File: src/rtl/interboard_tx_scheduler.sv
// Two-port priority scheduler feeding a shared FIFO into the interboard link handshake.
// Optional per-attempt timeout with retransmit/drop, enabled by macro TX_SCHED_RETRY_EN.
module interboard_tx_scheduler #(
  parameter int DEPTH     = 4,
  parameter int TIMEOUT   = 1000000,
  parameter int MAX_RETRY = 3
) (
  input  logic                     clk,
  input  logic                     rst,
  input  logic                     flush,
  input  logic                     p0_valid,
  input  logic [2:0]               p0_msg_type,
  input  logic [4:0]               p0_number,
  output logic                     p0_ready,
  input  logic                     p1_valid,
  input  logic [2:0]               p1_msg_type,
  input  logic [4:0]               p1_number,
  output logic                     p1_ready,
  input  logic                     inter_ready,
  output logic                     transmit,
  output logic                     ctrl_en,
  output logic [2:0]               ctrl_msg_type,
  output logic [4:0]               ctrl_number,
  output logic [$clog2(DEPTH):0]   level,
  output logic                     err_drop
);

  localparam int PW = $clog2(DEPTH);
  localparam int LW = PW + 1;

  typedef enum logic [1:0] {
    S_IDLE,
    S_SEND,
    S_WAIT_BUSY,
    S_WAIT_DONE
  } state_t;

  state_t          state_q;
  logic [7:0]      mem_q [DEPTH];
  logic [PW-1:0]   wr_ptr_q;
  logic [PW-1:0]   rd_ptr_q;
  logic [LW-1:0]   level_q;
  logic [LW-1:0]   level_d;
  logic            transmit_q;
  logic            ctrl_en_q;
  logic [2:0]      ctrl_type_q;
  logic [4:0]      ctrl_num_q;

  logic            full;
  logic            empty;
  logic            push;
  logic            pop;
  logic            done;
  logic [7:0]      push_data;
  logic [7:0]      head;

`ifdef TX_SCHED_RETRY_EN
  localparam int TW = $clog2(TIMEOUT + 1);
  localparam int RW = (MAX_RETRY < 1) ? 1 : $clog2(MAX_RETRY + 1);

  logic [TW-1:0]   tmr_q;
  logic [RW-1:0]   retry_q;
  logic            err_drop_q;
  logic            tmo;
  logic            drop;

  assign err_drop = err_drop_q;
`else
  logic            unused_cfg;

  assign unused_cfg = ^{TIMEOUT[0], MAX_RETRY[0]};
  assign err_drop   = 1'b0;
`endif

  always_comb begin
    full      = (level_q == LW'(DEPTH));
    empty     = (level_q == '0);
    p0_ready  = !full && !flush;
    p1_ready  = !full && !flush && !p0_valid;
    push      = (p0_valid && p0_ready) || (p1_valid && p1_ready);
    push_data = p0_valid ? {p0_msg_type, p0_number} : {p1_msg_type, p1_number};
    head      = mem_q[rd_ptr_q];
    done      = (state_q == S_WAIT_DONE) && inter_ready;
`ifdef TX_SCHED_RETRY_EN
    // A completing handshake always wins over an expiring timer.
    tmo  = !done && ((state_q == S_WAIT_BUSY) || (state_q == S_WAIT_DONE))
           && (tmr_q <= TW'(1));
    drop = tmo && (retry_q == RW'(MAX_RETRY));
    pop  = !flush && (done || drop);
`else
    pop  = !flush && done;
`endif
    unique case ({push, pop})
      2'b10:   level_d = level_q + 1'b1;
      2'b01:   level_d = level_q - 1'b1;
      default: level_d = level_q;
    endcase
  end

  always_ff @(posedge clk or negedge rst) begin
    if (!rst) begin
      state_q     <= S_IDLE;
      wr_ptr_q    <= '0;
      rd_ptr_q    <= '0;
      level_q     <= '0;
      transmit_q  <= 1'b0;
      ctrl_en_q   <= 1'b0;
      ctrl_type_q <= '0;
      ctrl_num_q  <= '0;
      for (int i = 0; i < DEPTH; i++) mem_q[i] <= '0;
`ifdef TX_SCHED_RETRY_EN
      tmr_q       <= '0;
      retry_q     <= '0;
      err_drop_q  <= 1'b0;
`endif
    end else if (flush) begin
      state_q     <= S_IDLE;
      wr_ptr_q    <= '0;
      rd_ptr_q    <= '0;
      level_q     <= '0;
      transmit_q  <= 1'b0;
      ctrl_en_q   <= 1'b0;
      ctrl_type_q <= '0;
      ctrl_num_q  <= '0;
`ifdef TX_SCHED_RETRY_EN
      tmr_q       <= '0;
      retry_q     <= '0;
      err_drop_q  <= 1'b0;
`endif
    end else begin
      level_q    <= level_d;
      transmit_q <= 1'b0;
      if (push) begin
        mem_q[wr_ptr_q] <= push_data;
        wr_ptr_q        <= wr_ptr_q + 1'b1;
      end
      if (pop) rd_ptr_q <= rd_ptr_q + 1'b1;

      unique case (state_q)
        S_IDLE: begin
          if (!empty && inter_ready) begin
            state_q     <= S_SEND;
            transmit_q  <= 1'b1;
            ctrl_en_q   <= 1'b1;
            ctrl_type_q <= head[7:5];
            ctrl_num_q  <= head[4:0];
`ifdef TX_SCHED_RETRY_EN
            tmr_q       <= TW'(TIMEOUT);
`endif
          end
        end
        S_SEND: state_q <= S_WAIT_BUSY;
        S_WAIT_BUSY: begin
          if (!inter_ready) state_q <= S_WAIT_DONE;
        end
        S_WAIT_DONE: begin
          if (inter_ready) begin
            state_q     <= S_IDLE;
            ctrl_en_q   <= 1'b0;
            ctrl_type_q <= '0;
            ctrl_num_q  <= '0;
`ifdef TX_SCHED_RETRY_EN
            retry_q     <= '0;
`endif
          end
        end
        default: state_q <= S_IDLE;
      endcase

`ifdef TX_SCHED_RETRY_EN
      err_drop_q <= 1'b0;
      if (state_q != S_IDLE && tmr_q != '0) tmr_q <= tmr_q - 1'b1;
      // Timeout abandons the attempt; the head stays queued unless retries are spent.
      if (tmo) begin
        state_q     <= S_IDLE;
        ctrl_en_q   <= 1'b0;
        ctrl_type_q <= '0;
        ctrl_num_q  <= '0;
        if (drop) begin
          retry_q    <= '0;
          err_drop_q <= 1'b1;
        end else begin
          retry_q    <= retry_q + 1'b1;
        end
      end
`endif
    end
  end

  assign transmit      = transmit_q;
  assign ctrl_en       = ctrl_en_q;
  assign ctrl_msg_type = ctrl_type_q;
  assign ctrl_number   = ctrl_num_q;
  assign level         = level_q;

endmodule
File: config.mk
export PLATFORM = sky130hd
export DESIGN_NAME = interboard_tx_scheduler
export DESIGN_NICKNAME = d
export VERILOG_FILES = /design/src/rtl/interboard_tx_scheduler.sv
export SDC_FILE = /design/constraint.sdc
export NUM_CORES = 1
export LEC_CHECK = 0
export ABC_AREA = 1
export CAP_MARGIN = 20
export CORE_MARGIN = 5
export CORE_UTILIZATION = 45
export DETAILED_ROUTE_END_ITERATION = 12
export DONT_BUFFER_PORTS = 1
export PLACE_DENSITY = 0.68
export SLEW_MARGIN = 40
export SYNTH_ARGS = -nofsm -noshare
export SYNTH_HDL_FRONTEND = slang
export SYNTH_SLANG_ARGS = --single-unit
File: constraint.sdc
create_clock -name clk -period 3.33 [get_ports clk]
set_input_delay 0.666 -clock clk [delete_from_list [all_inputs] [get_ports clk]]
set_output_delay 0.666 -clock clk [all_outputs]
set_load 0.05 [all_outputs]
# --- After elaboration in Yosys (flattened, before gate mapping) ---
# Index checks and enable logic that the tools add are counted.
# W data, S select, Z words.
classes:
  n_addsub: 4
  n_lt_le_gt_ge: 3
  n_eq_ne: 9
  mux: 33
  bitwise_logic: 3
  n_reduce_logical: 22
ops:
  columns: ["operator", "count"]
  rows:
  - ["$bwmux W32", 1]
  - ["$mux W8", 4]
  - ["$bmux W8 S2", 1]
  - ["$demux W8 S2", 1]
  - ["$mux W2", 8]
  - ["$mux W5", 3]
  - ["$mux W3", 4]
  - ["$pmux W3 S2", 2]
  - ["$pmux W5 S2", 1]
  - ["$ne A3 B3 Y1 const B", 3]
  - ["$logic_and A1 B1 Y1", 8]
  - ["$pmux W2 S4", 1]
  - ["$eq A2 B2 Y1 const B", 3]
  - ["$ge A3 B3 Y1 const B", 2]
  - ["$mux W1", 6]
  - ["$not A2 Y3", 2]
  - ["$reduce_and A3 Y1", 2]
  - ["$reduce_bool A3 Y1", 2]
  - ["$add A2 B1 Y2 const B", 2]
  - ["$eq A2 B1 Y1 const B", 2]
  - ["$logic_not A1 Y1", 4]
  - ["$reduce_bool A2 Y1", 2]
  - ["$add A3 B1 Y3 const B", 1]
  - ["$eq A3 B3 Y1 const B", 1]
  - ["other kinds (8)", 8]
totals:
  reg_bits: 51
  in_bits: 22

# --- Depth between registers and ports, before layout ---
# Gate-level depths: netlist of the first run.
logic_depth:
  ltp_word: 9
  ltp_mapped: 12

# --- Least setup slack after synthesis of the first run ---
# Ideal clock, no wire load.
synth_timing:
  path_kind: "flip-flop to output port"
  startpoint: "register level_q[0], in the netlist level[0]"
  endpoint: "output p1_ready"
  t_arrival_ns: 1.672
  required_time_ns: 2.664
  slack_ns: 0.992
  stages_incl_launch_ff: 5
  path_buffers: 0
  cell_sequence: "dfrtp_1 nor2_1 nand2_2 nand2_1 nor2_1"
synth_via:
  elab_chain_len: 4
synth_rtl:
  columns: ["item", "line", "source"]
  rows:
  - ["start: declaration", "42", "logic [LW-1:0] level_q;"]
  - ["start signal: assignment", "131", "level_q <= level_d;"]
  - ["$eq A3 B3 Y1", "76", "full = (level_q == LW'(DEPTH));"]
  - ["$logic_not A1 Y1", "79", "p1_ready = !full && !flush && !p0_valid;"]
  - ["$logic_and A1 B1 Y1 (2 in a row)", "79", null]
  - ["end: declaration", "18", "output logic p1_ready,"]
# No other way between the ends.

# --- Final worst setup path of the first run ---
layout_timing:
  startpoint: "register level_q[0], in the netlist level[0]"
  endpoint: "output p0_ready"
layout_via:
  elab_chain_len: 3
layout_rtl:
  columns: ["item", "line", "source"]
  rows:
  - ["$eq A3 B3 Y1", "76", null]
  - ["$logic_not A1 Y1", "78", "p0_ready = !full && !flush;"]
  - ["$logic_and A1 B1 Y1", "78", null]
  - ["end: declaration", "14", "output logic p0_ready,"]
# No other way between the ends.

==> impl_results.md, run 1 <==
- Outcome: finished clean
- Actual transition at the worst max-transition pin: 0.5927 ns
- Total wire length after detailed routing: 5.706 mm
- Setup repair after global routing missed its margin: false
- Port bufs: 0
- Weighted congestion at the end of routability-driven global placement: just under 0.8
- Count of endpoints failing setup in the final report: 0
- Fraction of final layout cells sized beyond drive strength 1: 0.08133
- Detailed-route vias per instance: 5.135
- Max Clock Freq: approximately 410 MHz
- Area growth from synthesis to layout: 4.630%
- Number of violations reported at the end of detailed-routing iteration 0: 159
- Synthesized area: 0.002703 mm²
- Leakage: 1.477 nW
- Area after detailed placement: 0.002728 mm²
- Most area-consuming cells after synthesis: dfrtp_1, nand2_1, o21ai_0, ha_1, nor2_1
- Number of enable flip-flop cells after synthesis: 0
- Detailed Place HPWL: 4.040 mm
- Vertical die dimension: 87.50 µm
- DRC errors left: 0
- Async set or reset register ratio after synthesis: 1.000
- 1st-pass router iterations: 5
- Maximum count of clock buffers along a single path: 2
- Internal cell power: 1.155 mW
- Net load switching power: 0.6708 mW
- Period utilization: 0.7392
- Top cell types by occurrence after synthesis: nand2_1, dfrtp_1, o21ai_0
- Core outline area: about 0.006 mm²
- Remaining antenna violation count: 0
- Predominant post-synthesis flop cell: dfrtp_1
- Switching part of the total: 0.3674
- Per-instance average area after synthesis: 8.140 µm²
- Final routed wire length divided by cell count: 14.02 µm
- Dominant cell type by area after synthesis: dfrtp_1
- Number of global-route vias before repair: 1990
- Worst-skew pair later-pin latency: a little over 0.3 ns
- IR Drop Worst-Case VDD: 0.0002062 V
- Post-layout net count: between 300 and 400
- Combinational fraction of design power: 0.242
- Std-Cell Rows: 28
- Power density of the placed cells: around 650 mW/mm²
- Worst min-delay path category: primary input to asynchronous set/reset pin
- Design area: 0.002828 mm²
- Total number of vias: 2090
- Share of power burned in registers: 0.544
- Number of register bits inferred by synthesis: 51
- Root Buffer: clkbuf_8
- Clock power share: 0.214
- Global-route usage over all layers: 0.1633
- Clock-pin slew of the registers on the worst-case setup and hold paths: 0.09 ns
- Type of the worst setup path: flip-flop to output pin
- Count of warnings emitted by yosys: 0
- Max-slew violations: 0
- Sequential-to-total area share from yosys stat: 0.4722
- Initial Utilization: 0.4592
- Fraction of synthesized cell area taken by the top area cell type: 0.4722
- Maximum number of pins on one net before global-route repair: between 50 and 60
- CTS sink count: 51
- Mapped Cells: 332
- Kind of end point of the critical path: output pin
- Max FO, Critical Path: 5
- Antenna diodes: 0
- Final setup TNS: 0 ns
- Number of top-level design ports: 38
- Number of CTS-inserted buffers: 5
- Number of gates resized after CTS: 0
- Synth Net Count: between 300 and 400
- Die ar.: around 0.0077 mm²
- WHS: 0.04024 ns
- Total of hold buffers inserted after clock tree synthesis: 0
- Clock tree from TritonCTS: done
- Cell with the most instances after synthesis: nand2_1
- Global route overflow: 0
- Netlist cell types: 34
- Max_cap viols: 0
- Worst EP arrival: 1.80 ns
- H-tree depth: 2
- Hold Vio Cnt, Final: 0
- Die X: 87.50 µm
- Wire length of the first global-routing pass: 9.853 mm
- Post-CTS Setup Bufs: 0
- Max transition margin: 0.6049
- Min Tclk post-route: roughly 2.5 ns
- Initial antenna violation count: 0
- Required time at the endpoint of the critical path: 2.66 ns
- Final worst clock skew: 0.006020 ns
- Element type at the critical path start: flip-flop
## through the flow
step / util / cells / power (mW) / setup WS, ns
2_1_floorplan: - / 332 / 1.329 / 0.9921
3_3_place_gp: 0.4634 / 399 / 1.423 / 1.109
3_5_place_dp: 0.4634 / 399 / 1.448 / 1.060
4_1_cts: 0.4804 / 407 / 1.836 / 0.8646
5_1_grt: 0.4804 / 407 / 1.961 / 0.7874
6_report: 0.4804 / 407 / 1.826 / 0.8686
## per-layer routing
metal  up-vias  track usage  part of all wire
met2        58       0.2390              0.44
met5         -            0                 0
met1       964       0.2401              0.49
met3         7      0.02744             0.058
li1       1061            -                 -
met4         0      0.06276             0.017
## logic make-up (layout without fill, tap and decap cells)
| kind of cell | after synthesis | in the layout | share of synthesized area |
|---|---|---|---|
| and+or+nand+nor | 175 | 175 | 0.2931 |
| AOI/OAI and AO/OA | 66 | 66 | 0.1296 |
| DFF | 51 | 51 | 0.4722 |
| buffers and inverters | 30 | 30 | 0.06065 |
| adders and majority gates | 8 | 8 | 0.03981 |
| other | 1 | 1 | 0.001388 |
| xor gates and xnor gates | 1 | 1 | 0.003241 |
## power groups by stage
stage | Sequential (mW) | Clock [mW] | Combinational [mW]
after global routing | 1.02 | 0.418 | 0.526
after global placement | 0.994 | 0 | 0.429
final | 0.994 | 0.390 | 0.442
after CTS | 0.992 | 0.399 | 0.445
after floorplan | 0.956 | 0 | 0.373
after detailed placement | 1.00 | 0 | 0.445
## cells in the final DEF, fill, tap and decap left out, drive strengths merged
| cell type | instances |
|---|---|
| nor2 | 25 |
| a21oi | 4 |
| clkbuf | 8 |
| fa | 1 |
| ha | 7 |
| dfrtp | 51 |
| nand4 | 1 |
| or3 | 1 |
| o22ai | 7 |
| o21ai | 55 |
| nor3 | 1 |
| conb | 1 |
| nand3b | 1 |
| buf | 2 |
| xor2 | 1 |
| nand3 | 10 |
| nand2 | 136 |
| inv | 20 |
## state kept, by name, indices dropped and copies added (netlist names)
| register | flops |
|---|---|
| ctrl_msg_type | 3 |
| ctrl_number | 5 |
| state_q | 2 |
| transmit | 1 |
| mem_q | 32 |
| wr_ptr_q | 2 |
| ctrl_en | 1 |
| rd_ptr_q | 2 |
| level | 3 |
## critical path: stages (launching register included)
cell and delay, ns:
dfrtp_1 0.73, nor2_1 0.15, nand2_2 0.14, nand2_1 0.11
inv_1 0.36
## final timing paths
kind / from / endpoint / slack, ns / cells after the start
hold reg to reg: mem_q[12]$_DFFE_PN0P_ / mem_q[12]$_DFFE_PN0P_ / 0.48 / 2
setup / recovery: level[0]$_DFFE_PN0P_ / p0_ready / 0.87 / 4
hold / removal: rst / mem_q[20]$_DFFE_PN0P_ / 0.04 / 0
setup reg to reg: level[0]$_DFFE_PN0P_ / level[2]$_DFFE_PN0P_ / 1.03 / 11
min in group clk: mem_q[12]$_DFFE_PN0P_ / mem_q[12]$_DFFE_PN0P_ / 0.48 / 2
max in group asynchronous: rst / mem_q[13]$_DFFE_PN0P_ / 3.17 / 0
## area by class of cell
type / instances / area (µm²)
multi-input combinational: 251 / 1262
inverter: 20 / 80.08
clock buffer: 8 / 100.1
timing repair buffer: 2 / 15.01
sequential: 51 / 1276
tap: 75 / 93.84
fill: 567 / 3058
Note: power is estimated with default switching activity, not from simulation.
==> inputs of run 2 (changes only) <==
Settings changed: PLACE_DENSITY 0.68 to 0.7.
Clock period 3.33 ns to 2 ns, I/O delays scaled along.
==> impl_results.md, run 2 (synthesized netlist as in run 1, its figures left out) <==
- Most frequent cells in the layout: nand2_1, dfrtp_1, o21ai_0, nor2_1, inv_1
- Most frequent CP cell: nand2_1
- H-tree depth: 2 (unchanged)
- Root Buffer: clkbuf_8
- Port bufs: 0 (unchanged)
- Count of endpoints failing setup in the final report: 0 (unchanged)
- Number of top-level design ports: 38 (unchanged)
- Number of CTS-inserted buffers: 5 (unchanged)
- Most common cell after layout, fill and taps aside: nand2_1
- Required time at the endpoint of the critical path: 2.25 ns (-0.41 ns)
- Global route overflow: 0 (unchanged)
- Detailed Place HPWL: 4.138 mm (+2.4%)
- Maximum count of clock buffers along a single path: 2 (unchanged)
- Area growth from synthesis to layout: 9.305%
- Clock tree from TritonCTS: done
- CTS sink count: 51 (unchanged)
- Max_cap viols: 0 (unchanged)
- Min Tclk post-route: 1.863 ns
- Setup slack at placement: -0.0008080 ns (-1.061 ns)
- Outcome: finished clean
- IR Drop Worst-Case VDD: 0.0003444 V (+67%)
- Total number of vias: 2131 (+2.0%)
- Post-route setup slack: 0.1373 ns (-0.7313 ns)
- Period utilization: 0.9313
- Source of the critical timing path: state_q[1]$_DFFE_PN0P_
- Critical path's largest stage delay: 0.45 ns (-0.28 ns)
- Hold Vio Cnt, Final: 0 (unchanged)
- Number of violations reported at the end of detailed-routing iteration 0: 214 (+35%)
- Final routed wire length divided by cell count: 13.60 µm (-3.0%)
- Number of placed instances, taps included: 405 (+1.5%)
- Initial antenna violation count: 0 (unchanged)
- Actual transition at the worst max-transition pin: 0.5241 ns (-0.06867 ns)
- Max FFs per register: 32 (unchanged)
- Slowest-stage cell, CP: dfrtp_2
- Element type at the critical path start: flip-flop
- Buffers plus inverters on the worst setup path: 1 (unchanged)
- Final non-filler cell total: 416 (+2.2%)
- Setup repair after global routing missed its margin: false
- Worst-skew pair later-pin latency: 0.30 ns (about the same)
- Power density of the placed cells: 1076 mW/mm² (+67%)
- Std-Cell Rows: 28 (unchanged)
- Max-slew violations: 0 (unchanged)
- Final setup TNS: 0 ns (unchanged)
- Die X: 87.50 µm (unchanged)
- Weighted congestion at the end of routability-driven global placement: 0.7658 (-3.2%)
- Max transition margin: 0.6487 (+0.04387)
- Gate family responsible for the most delay along the worst path: simple AND/OR/NAND/NOR gates
- Vertical die dimension: 87.50 µm (unchanged)
- Cell depth of the worst setup path: 11 (+7)
- Worst min-delay path category: primary input to flip-flop
- Remaining antenna violation count: 0 (unchanged)
- Post-layout net count: 370 (+2.5%)
- Antenna diodes: 0 (unchanged)
- Wire length of the first global-routing pass: 9.749 mm (-1.1%)
- Util after Layout: 0.5019 (+0.02147)
- Maximum number of pins on one net before global-route repair: 52 (unchanged)
- Initial Utilization: 0.4592 (unchanged)
- Number of global-route vias before repair: 1975 (-0.75%)
- DRC errors left: 0 (unchanged)
- Sink of the worst hold path: level[0]$_DFFE_PN0P_
- Max FO, Critical Path: 4 (-1)
- Clock-pin slew of the registers on the worst-case setup and hold paths: 0.09 ns (about the same)
- Crit Reg-Reg Startpoint: state_q[1]$_DFFE_PN0P_
- Leakage: 1.530 nW (+3.6%)
- Final worst clock skew: 0.007056 ns (+0.001036 ns)
- Register name with the most flops: mem_q
- 1st-pass router iterations: 4 (-1)
- Worst EP arrival: 2.11 ns (+0.31 ns)
- Fraction of final layout cells sized beyond drive strength 1: 0.1202 (+0.03891)
- Total wire length after detailed routing: 5.657 mm (-0.86%)
- Count of cells along the worst hold path: 3
- Max Clock Freq: 536.9 MHz
- Worst Reg-to-Reg Cells: 11 (unchanged)
- Kind of end point of the critical path: flip-flop
- Register-to-register setup slack: 0.14 ns (-0.89 ns)
- Global-route usage over all layers: 0.1621 (-0.001189)
- Type of the worst setup path: flip-flop to flip-flop
- Detailed-route vias per instance: 5.123 (-0.24%)
- Die ar.: 0.007655 mm² (unchanged)
- Crit-path cells: ha_4 -> nand2_1 -> nor2_1 -> nand2_2 -> inv_1 -> fa_2 -> xor2_1 -> nand3b_1 -> nand2_1 -> nand2_1 -> nand2_1
- Core outline area: 0.005886 mm² (unchanged)
- Startpoint of the tightest hold check path: flush
- Critical R2R Capture: level[2]$_DFFE_PN0P_
[run 2: cell count changes in the layout (fill, tap and decap cells not counted), sizes merged]
cell,before,now
buf,2,10
clkbuf,8,6
dlygate4sd3,0,1
bufinv,0,1
clkinv,0,1
[run 2: report_power, final]
part	leakage (nW)	total [mW]	switching, mW	internal (mW)
registers	0.660	1.62	0.272	1.35
logic	0.809	0.814	0.529	0.285
clock network	0.0612	0.741	0.336	0.405
[run 2: area by class of cell]
cell class | count | area (µm²)
sequential | 51 | 1280
timing repair buffer | 11 | 105.1
multi-input combinational | 251 | 1277
tap | 75 | 93.84
fill | 572 | 2932
clock inverter | 2 | 35.03
inverter | 20 | 80.08
clock buffer | 6 | 82.58
[run 2: repair_timing]
action | in CTS | in global routing
hold buffers | 2 | 0
endpoints found under the setup margin | 1 | 1
gates resized for setup | 1 | 3
hold endpoints to repair | 51 | 0
setup buffers | 0 | 1
pin swaps | 0 | 2
[run 2: through the flow]
stage                     power (mW)  hold WS [ns]  instance area (µm²)
after floorplan                2.214        0.1044                 2705
after global placement         2.380        0.1058                 2775
after detailed placement       2.424        0.1058                 2775
after CTS                      3.185        0.2620                 2933
after global routing           3.418        0.2663                 2954
final                          3.179        0.2666                 2954
[run 2: tightest hold or removal path, cell delays in order]
cell and delay (ns):
a21oi_1 0.04, nand2_1 0.06, nand2_1 0.04
[run 2: per-layer routing]
layer	wire (µm)	vias to the layer above	GRT usage
li1	-	1077	-
met1	2660	968	0.2359
met2	2501	73	0.2349
met3	383	13	0.03500
met4	112	0	0.06137
met5	0	-	0
[run 2: worst max path at each step]
stage | to
detailed placement | level[2]$_DFFE_PN0P_
global placement | level[2]$_DFFE_PN0P_
floorplan | level[2]$_DFFE_PN0P_
CTS | level[2]$_DFFE_PN0P_
finish | level[2]$_DFFE_PN0P_
global route | level[2]$_DFFE_PN0P_
==> patch (config.mk and constraints of run 2) <==
Set the parameter `DEPTH` to 2 (it was 4).
--- a/src/rtl/interboard_tx_scheduler.sv
+++ b/src/rtl/interboard_tx_scheduler.sv
@@ -1,7 +1,7 @@
 // Two-port priority scheduler feeding a shared FIFO into the interboard link handshake.
 // Optional per-attempt timeout with retransmit/drop, enabled by macro TX_SCHED_RETRY_EN.
 module interboard_tx_scheduler #(
-  parameter int DEPTH     = 4,
+  parameter int DEPTH     = 2,
   parameter int TIMEOUT   = 1000000,
   parameter int MAX_RETRY = 3
 ) (
Ports: changed (resized level); port bits go from 38 to 37. No check against the original RTL was run, so the function may have changed too.
==> patch against run 2 <==
Final cell count shrank 34%; core utilization grew 0.66 points; synthesized area shrank 37%; sequential cell count shrank 19; routed wire length shrank 38%; worst setup slack gained 0.18 ns; cell area shrank 37%; total power shrank 13%.
==> patch: results (changes against run 2) <==
Clocking
  • Worst-path clk slew: 0.06 ns (was 0.09 ns)
  • Resize count post-CTS: 0 (was 1)

Run status
  • Status: completed (unchanged)

Global route
  • Total track usage: 15.6% (was 16.2%)
  • First-pass GRT wire length: 6280 um (was 9750 um)

Final layout
  • Fillcell total: 362 (was 572)
  • # diodes: 0 (unchanged)
  • Share of layout cells above drive strength 1: 11.5% (was 12.0%)
  • Largest register FFs: 16 (was 32)

Critical path
  • Critical Path Fanout Max: 5 (was 4)
  • CP startpoint: level[0]$_DFFE_PN0P_ (was state_q[1]$_DFFE_PN0P_)
  • Top delay family on crit path: flip-flops (was simple AND/OR/NAND/NOR gates)
  • Worst Path Arrival: 1.29 ns (was 2.11 ns)
  • Worst Reg-to-Reg Cells: 10 (was 11)
  • Slowest CP cell: dfrtp_1 (was dfrtp_2)

Synth
  • Ranking of synthesized cells by area: dfrtp_1 (47%), nand2_1 (20%), o21ai_0 (6.7%) (was dfrtp_1 (47%), nand2_1 (18%), o21ai_0 (8.0%))
  • Top cells by count, synth: nand2_1 (92), dfrtp_1 (32), o21ai_0 (23), inv_1 (18), nand3_1 (13) (was nand2_1 (132), dfrtp_1 (51), o21ai_0 (43), nor2_1 (21), inv_1 (17))
  • Synth Area in Compound Gates: 9.27% (was 13.0%)
  • Mean post-synth cell area: 7.79 um2 (was 8.14 um2)
  • XOR/XNOR Fraction of Synth Area: 0.511% (was 0.324%)
  • Post-Synth Adder-Cell Area: 2.19% (was 3.98%)
  • Post-synthesis cell type count: 24 (was 34)
  • Seq/Total Area, Yosys: 46.7% (was 47.2%)
  • Syn_nets: 245 (was 362)

Route
  • Vias/cell: 4.84 (was 5.12)
  • Avg WL per Cell: 12.8 um (was 13.6 um)
  • Vias: 1326 (was 2131)

STA
  • Final Skew: 0.00506 ns (was 0.00706 ns)

Power
  • Maximum VDD drop: 0.000595 V (was 0.000344 V)
  • Lkg Pwr: 0.984 nW (was 1.53 nW)

Placed design
  • Post-Place Cells: 264 (was 405)
  • Post-placement setup slack: 0.548 ns (was -0.000808 ns)
  • DP Wirelength: 2510 um (was 4140 um)
  • Placer Congestion: 0.785 (was 0.766)

Hold path
  • Tightest Hold Check Type: primary input to register (unchanged)
  • Hold Path Depth: 1 (was 3)
==> patch: changes by cell type after synthesis, sizes merged, moves of 5 or more <==
| cell | run 2 | this run |
|---|---|---|
| dfrtp | 51 | 32 |
| nand2 | 136 | 94 |
| nand3 | 10 | 15 |
| nor2 | 25 | 13 |
| o21ai | 55 | 28 |
| o22ai | 7 | 0 |
==> patch: power by group <==
part | switching (mW) | leakage (nW) | internal, mW | total, mW
registers | 0.479 | 0.412 | 0.900 | 1.38
logic | 0.527 | 0.516 | 0.249 | 0.776
clock network | 0.247 | 0.0552 | 0.369 | 0.616
total | 1.25 | 0.984 | 1.52 | 2.77
==> patch: layout make-up <==
cell class	instances	area (um2)	area share, %
Clock buffer	6	72.6	3.87
Timing Repair Buffer	5	52.6	2.80
Tap cell	48	60.1	3.20
Sequential cell	32	801	42.7
Multi-Input combinational cell	158	763	40.7
Clock inverter	2	35.0	1.87
Inverter	23	91.3	4.87
==> patch: through the flow <==
step	util [%]	area, um2
finish	50.8	1880
global route	50.8	1880
CTS	50.8	1880
detailed placement	47.1	1740
global placement	47.1	1740
floorplan	-	1710
==> patch: path summary, 6_finish.rpt <==
kind                                                end  slack (ns)
max                                            p0_ready        0.31
min                                rd_ptr_q$_DFFE_PN0P_        0.17
max reg2reg                  ctrl_number[2]$_DFFE_PN0P_        0.54
min reg2reg                        mem_q[5]$_DFFE_PN0P_        0.50
max in group asynchronous  ctrl_msg_type[2]$_DFFE_PN0P_        1.25
min in group asynchronous         mem_q[13]$_DFFE_PN0P_        0.58
==> patch: timing repair <==
action	in CTS	in global routing
endpoints found under the setup margin	0	0
hold buffers	2	0
endpoints found under the hold margin	32	0
==> patch: metal layers <==
layer,share of wire (%),GRT usage [%]
met2,43,22.6
met3,6.9,3.51
met5,0,0
met1,47,21.2
met4,2.5,9.19
